<file path="config.mk">
export PLATFORM = sky130hd
export DESIGN_NAME = sobel_read_sched_flat
export DESIGN_NICKNAME = d
export VERILOG_FILES = /design/src/rtl/sobel_pkg.sv /design/src/rtl/sobel_read_sched_if.sv /design/src/rtl/sobel_credit_counter.sv /design/src/rtl/sobel_read_sched.sv /design/src/flat_wrapper.sv
export SDC_FILE = /design/constraint.sdc
export NUM_CORES = 1
export LEC_CHECK = 0
export ABC_AREA = 0
export CAP_MARGIN = 20
export CORE_UTILIZATION = 51
export DETAILED_ROUTE_END_ITERATION = 8
export PLACE_DENSITY_LB_ADDON = 0.12
export SYNTH_ARGS = -nofsm -noshare
export SYNTH_HDL_FRONTEND = slang
export SYNTH_HIERARCHICAL = 1
export SYNTH_SLANG_ARGS = --single-unit
</file>
<file path="constraint.sdc">
create_clock -name clk -period 3.95 [get_ports clk]
set_input_delay 0.5925 -clock clk [delete_from_list [all_inputs] [get_ports clk]]
set_output_delay 0.5925 -clock clk [all_outputs]
set_load 0.005 [all_outputs]
</file>
<file path="src/rtl/sobel_pkg.sv">
// Shared definitions for the Sobel read scheduler: FSM state encoding and default widths.
package sobel_pkg;

  localparam int OFFSET_W_DFLT        = 18;
  localparam int MAX_OUTSTANDING_DFLT = 64;

  typedef enum logic [1:0] {
    ST_IDLE  = 2'd0,
    ST_ISSUE = 2'd1,
    ST_DRAIN = 2'd2,
    ST_DONE  = 2'd3
  } t_read_sched_state;

endpackage

</file>
<file path="src/rtl/sobel_read_sched_if.sv">
// Read-port bundle between the scheduler (master) and the line memory (slave).
interface sobel_read_sched_if import sobel_pkg::*; #(
  parameter int OFFSET_W = OFFSET_W_DFLT
) ();

  logic                rd_req_valid;
  logic [OFFSET_W-1:0] rd_req_offset;
  logic                rd_full;
  logic                rd_rsp_valid;

  modport master (
    output rd_req_valid,
    output rd_req_offset,
    input  rd_full,
    input  rd_rsp_valid
  );

  modport slave (
    input  rd_req_valid,
    input  rd_req_offset,
    output rd_full,
    output rd_rsp_valid
  );

endinterface

</file>
<file path="src/rtl/sobel_credit_counter.sv">
// In-flight read counter: +1 per accepted request, -1 per response, never below zero.
// A response seen with nothing in flight is dropped and flagged as underflow.
module sobel_credit_counter #(
  parameter int MAX   = 64,
  parameter int CNT_W = $clog2(MAX + 1)
) (
  input  logic             clk,
  input  logic             reset,
  input  logic             inc,
  input  logic             dec,
  output logic [CNT_W-1:0] count,
  output logic             full,
  output logic             underflow
);

  logic dec_eff;

  assign underflow = dec && (count == '0);
  assign dec_eff   = dec && !underflow;
  assign full      = (count == CNT_W'(MAX));

  // Track reads in flight; simultaneous inc and effective dec cancel out
  always_ff @(posedge clk or posedge reset) begin
    if (reset) begin
      count <= '0;
    end else begin
      case ({inc, dec_eff})
        2'b10:   count <= count + CNT_W'(1);
        2'b01:   count <= count - CNT_W'(1);
        default: count <= count;
      endcase
    end
  end

endmodule

</file>
<file path="src/rtl/sobel_read_sched.sv">
// Sobel line-read scheduler: issues `length` sequential line reads with a cap on
// reads in flight, drains outstanding responses, then flags completion.
// Optional feature: define SOBEL_READ_SCHED_PERF_EN to build the stall_cycles counter;
// without it stall_cycles is tied to zero.
module sobel_read_sched import sobel_pkg::*; #(
  parameter int  OFFSET_W        = OFFSET_W_DFLT,
  parameter int  MAX_OUTSTANDING = MAX_OUTSTANDING_DFLT,
  localparam int CNT_W           = $clog2(MAX_OUTSTANDING + 1)
) (
  input  logic                clk,
  input  logic                reset,
  input  logic                start,
  input  logic [OFFSET_W-1:0] length,
  input  logic                abort,
  sobel_read_sched_if.master  rd,
  output logic                busy,
  output logic                done,
  output logic [CNT_W-1:0]    outstanding,
  output logic                rsp_error,
  output logic [31:0]         stall_cycles
);

  t_read_sched_state   state_q;
  logic [OFFSET_W-1:0] len_q;
  logic [OFFSET_W-1:0] offset_q;
  logic                cc_full;
  logic                cc_underflow;
  logic                start_ok;
  logic                accept;

  assign start_ok         = start && ((state_q == ST_IDLE) || (state_q == ST_DONE));
  // Request valid depends only on registered state and abort, never on rd_full
  assign rd.rd_req_valid  = (state_q == ST_ISSUE) && (offset_q < len_q) && !cc_full && !abort;
  assign rd.rd_req_offset = offset_q;
  assign accept           = rd.rd_req_valid && !rd.rd_full;
  assign busy             = (state_q == ST_ISSUE) || (state_q == ST_DRAIN);

  sobel_credit_counter #(
    .MAX   (MAX_OUTSTANDING),
    .CNT_W (CNT_W)
  ) u_credit (
    .clk       (clk),
    .reset     (reset),
    .inc       (accept),
    .dec       (rd.rd_rsp_valid),
    .count     (outstanding),
    .full      (cc_full),
    .underflow (cc_underflow)
  );

  // Job length is data: captured on an accepted start, no reset needed
  always_ff @(posedge clk) begin
    if (start_ok) len_q <= length;
  end

  // Job FSM, request offset and sticky done
  always_ff @(posedge clk or posedge reset) begin
    if (reset) begin
      state_q  <= ST_IDLE;
      offset_q <= '0;
      done     <= 1'b0;
    end else begin
      case (state_q)
        ST_IDLE, ST_DONE: begin
          if (start_ok) begin
            offset_q <= '0;
            if (length == '0) begin
              state_q <= ST_DONE;
              done    <= 1'b1;
            end else begin
              state_q <= ST_ISSUE;
              done    <= 1'b0;
            end
          end
        end
        ST_ISSUE: begin
          if (accept) offset_q <= offset_q + OFFSET_W'(1);
          if (abort || (accept && (offset_q == len_q - OFFSET_W'(1)))) state_q <= ST_DRAIN;
        end
        ST_DRAIN: begin
          if (outstanding == '0) begin
            state_q <= ST_DONE;
            done    <= 1'b1;
          end
        end
        default: state_q <= ST_IDLE;
      endcase
    end
  end

  // Sticky response error; a new underflow wins over the clear from start
  always_ff @(posedge clk or posedge reset) begin
    if (reset) begin
      rsp_error <= 1'b0;
    end else if (cc_underflow) begin
      rsp_error <= 1'b1;
    end else if (start_ok) begin
      rsp_error <= 1'b0;
    end
  end

`ifdef SOBEL_READ_SCHED_PERF_EN
  logic [31:0] stall_q;

  function automatic logic [31:0] sat_inc32(input logic [31:0] v);
    return (v == 32'hFFFF_FFFF) ? v : v + 32'd1;
  endfunction

  // Count cycles where a pending request is held off by back-pressure
  always_ff @(posedge clk or posedge reset) begin
    if (reset) begin
      stall_q <= '0;
    end else if (start_ok) begin
      stall_q <= '0;
    end else if (rd.rd_req_valid && rd.rd_full) begin
      stall_q <= sat_inc32(stall_q);
    end
  end

  assign stall_cycles = stall_q;
`else
  assign stall_cycles = '0;
`endif

endmodule

</file>
<file path="src/flat_wrapper.sv">
// flat-port wrapper written by rule: the top's interface ports become plain ports
module sobel_read_sched_flat import sobel_pkg::*;
#(
  parameter int  OFFSET_W        = OFFSET_W_DFLT,
  parameter int  MAX_OUTSTANDING = MAX_OUTSTANDING_DFLT,
  localparam int CNT_W           = $clog2(MAX_OUTSTANDING + 1)
)
  (clk, reset, start, length, abort, busy, done, outstanding, rsp_error, stall_cycles, rd_rd_req_valid, rd_rd_req_offset, rd_rd_full, rd_rd_rsp_valid);
  sobel_read_sched_if #(.OFFSET_W(OFFSET_W)) rd_i ();
  input  logic clk;
  input  logic reset;
  input  logic start;
  input  logic [OFFSET_W-1:0] length;
  input  logic abort;
  output logic busy;
  output logic done;
  output logic [CNT_W-1:0] outstanding;
  output logic rsp_error;
  output logic [31:0] stall_cycles;
  output wire logic [$bits(rd_i.rd_req_valid)-1:0] rd_rd_req_valid;
  output wire logic [$bits(rd_i.rd_req_offset)-1:0] rd_rd_req_offset;
  input wire logic [$bits(rd_i.rd_full)-1:0] rd_rd_full;
  input wire logic [$bits(rd_i.rd_rsp_valid)-1:0] rd_rd_rsp_valid;
  assign rd_rd_req_valid = rd_i.rd_req_valid;
  assign rd_rd_req_offset = rd_i.rd_req_offset;
  assign rd_i.rd_full = rd_rd_full;
  assign rd_i.rd_rsp_valid = rd_rd_rsp_valid;
  sobel_read_sched #(.OFFSET_W(OFFSET_W), .MAX_OUTSTANDING(MAX_OUTSTANDING)) u_core (.clk(clk), .reset(reset), .start(start), .length(length), .abort(abort), .rd(rd_i), .busy(busy), .done(done), .outstanding(outstanding), .rsp_error(rsp_error), .stall_cycles(stall_cycles));
endmodule
</file>
==> impl_metrics.yaml <==
synth:
  synth_edf_count: 18
  yosysUniqueCellTypes: 63
  synthCells: 409
  syn_area_um2: 3750
  synth_area_per_cell_um2: 9.17
  synthFlopType: "dfrtp_1"
  ys_warn_count: 6
  async_reset_ff_share_pct: 61.7
  ys_ff_latch: 47
  ys_seq_area_share_pct: 33.7
drt:
  viasPerCell: 5.74
  drc: 0
  routedWlPerCell_um: 16.5
  drt-initial-drc-count: 184
  firstDrtPassIters: 4
  wirelength_um: 9670
  ant_nets: 0
  routed-via-count: 3375
clock_tree:
  cts_hold_buf: 0
  cts_buffers: 5
  cts_sinks: 47
  root_buffer: "clkbuf_8"
  cts_buffer_depth: 2
  h-tree-depth: 2
  clk_pin_slew_ns: 0.09
  cts_tree: "built"
  clk_latency_ns: 0.30
setup_path:
  crit_path_start_kind: "flip-flop"
  cp.arrival_ns: 4.00
  critPathMaxFanout: 6
  end_kind: "flip-flop"
  crit_chain: "inv_1 > ha_1 > nand4_1 > or4_4 > a31oi_2 > a2111o_1 > inv_2 > inv_1 > ha_1 > inv_1 > fa_1 > and2b_4 > o21ai_2 > or4_4 > a41oi_2"
  cp_common_cell: "inv_1"
  cpPeakStageDelay_ns: 0.59
  critical_path.slowest_cell: "or4_4"
  crit_type: "flip-flop to flip-flop"
  worstPathRequired_ns: 4.18
floorplanning:
  pin_count: 85
  die_h_um: 87.8
  start_util_pct: 54.0
  die_w_um: 87.8
  row_count: 30
  die-area_um2: 7700
  core_um2: 6940
pwr:
  peakVddDrop_mv: 0.386
  p_leak_nw: 2.00
  cellPowerDensity_nw_per_um2: 523
hold_path:
  holdCritPathClass: "flip-flop to flip-flop"
timing:
  whs_ns: 0.492
  fin_ws_ns: 0.180
  setup_viol: 0
  skew_ns: 0.00610
  fin_crit_sh_pct: 95.4
  final-hold-violation-count: 0
  maxSlewHeadroom_pct: 39.9
  max_freq_mhz: 265
  worst_pin_slew_ns: 0.900
  slew_violations: 0
  fin_crit_ns: 3.77
global_routing:
  grt_max_degree: 23
  grt_pass1_vias: 3070
  grt_use_total_pct: 26.5
  overflow: 0
  antenna_found_initial: 0
  grt_pass1_wl_um: 15600
final_layout:
  area_growth_pct: 21.9
  fin_area_um2: 4570
  final_nets: 545
  diodes: 0
  fin_cells: 588
  drive_gt1_share_pct: 11.2
run_status:
  status: "finished, final reports clean"
place:
  dp_slack_ns: 0.0849
  place.gp.congestion: 0.867
  portBuffers: 52
  hpwl_um: 7650
  placed_area_um2: 4420
  dp.cells: 573
job:
  maxCapViolCount: 0
synth_stat cells, drive strengths merged (8+ instances only):
cell type  number  share of area (%)
a21oi          19                2.5
inv            35                3.5
or4            13                2.8
o21ai          17                2.5
xnor2          18                4.2
edfxtp         18                 14
buf            34                6.6
nand4          17                3.2
dfrtp          29                 19
nor2           26                2.6
o211ai          8                1.6
ha             29                9.7
nand3          12                1.6
xor2            9                2.1
nand2          30                3.0
final cells by class:
type / count / area (um^2)
fill: 602 / 2370
multi-input combinational: 320 / 2220
sequential: 47 / 1270
timing repair buffer: 82 / 746
inverter: 35 / 131
tap: 96 / 120
clock buffer: 7 / 86.3
clock inverter: 1 / 5.00
layer usage:
layer | vias up | share of wire (%) | routed length, um | GRT usage [%]
met1 | 1618 | 46 | 4430 | 35.7
met5 | - | 0 | 0 | 0
met2 | 113 | 47 | 4580 | 43.9
met3 | 22 | 5.0 | 486 | 4.43
li1 | 1622 | - | - | -
met4 | 0 | 1.8 | 174 | 7.75
cells in the final DEF, fill, tap and decap left out, types with 16 or more instances in the layout:
master,instances
clkdlybuf4s50_1,52
inv_1,33
conb_1,32
buf_4,30
nand2_1,30
dfrtp_1,29
ha_1,28
nor2_1,26
a21oi_1,19
xnor2_1,18
edfxtp_1,18
nand4_1,16
cell families (layout without fill, tap and decap cells):
group           after synthesis  count (layout)  synth area share (%)
xor+xnor                     27              27                  6.30
compound gates               84              84                  16.0
buf+inv                      73             125                  10.5
flops                        47              47                  33.7
fa+ha+maj                    30              30                  10.2
other cells                   1              32                0.0999
simple gates                142             142                  21.7
mux                           5               5                  1.33
repair_timing:
action	in CTS	in global routing
endpoints found under the setup margin	0	2
buffers inserted	0	7
gates resized for setup	0	3
endpoints found under the hold margin	0	0
state kept, by name, summed over array words and instances (netlist names):
register,count
u_core/done,1
u_core/len_q,18
u_core/rd.rd_req_offset,18
u_core/rsp_error,1
u_core/state_q,2
u_core/u_credit/count,7
final timing paths:
kind                                  start                          to  slack [ns]  cells after the start
min in group asynchronous             reset    u_core/u_credit/count[6]        0.54                      2
max reg2reg                u_core/len_q[15]    u_core/u_credit/count[6]        0.18                     15
max in group asynchronous             reset  u_core/rd.rd_req_offset[2]        2.59                      2
min reg2reg                u_core/rsp_error            u_core/rsp_error        0.49                      1
max                        u_core/len_q[15]    u_core/u_credit/count[6]        0.18                     15
min                        u_core/rsp_error            u_core/rsp_error        0.49                      1
per-stage QoR:
| stage | utilization [%] | TNS [ns] | power [W] |
|---|---|---|---|
| 2_1_floorplan | - | 0 | 0.00163 |
| 3_3_place_gp | 63.6 | 0 | 0.00201 |
| 3_5_place_dp | 63.6 | 0 | 0.00204 |
| 4_1_cts | 64.9 | 0 | 0.00236 |
| 5_1_grt | 65.9 | -0.0100 | 0.00257 |
| 6_report | 65.9 | 0 | 0.00239 |
worst max-delay path, delay by kind of cell, from the launching register on:
| kind | cells | cell delay (ns) |
|---|---|---|
| and+or+nand+nor | 4 | 1.44 |
| DFF | 1 | 0.40 |
| AOI/OAI and AO/OA | 4 | 0.66 |
| buffers and inverters | 4 | 0.32 |
| adders and majority gates | 3 | 0.88 |
power by group:
| part | internal (W) | total [W] | switching, W | leakage (nW) |
|---|---|---|---|---|
| clock network | 0.000142 | 0.000307 | 0.000166 | 0.0482 |
| logic | 0.000564 | 0.00129 | 0.000726 | 1.40 |
| registers | 0.000655 | 0.000793 | 0.000138 | 0.550 |
Power figures use the tool's default switching activity.
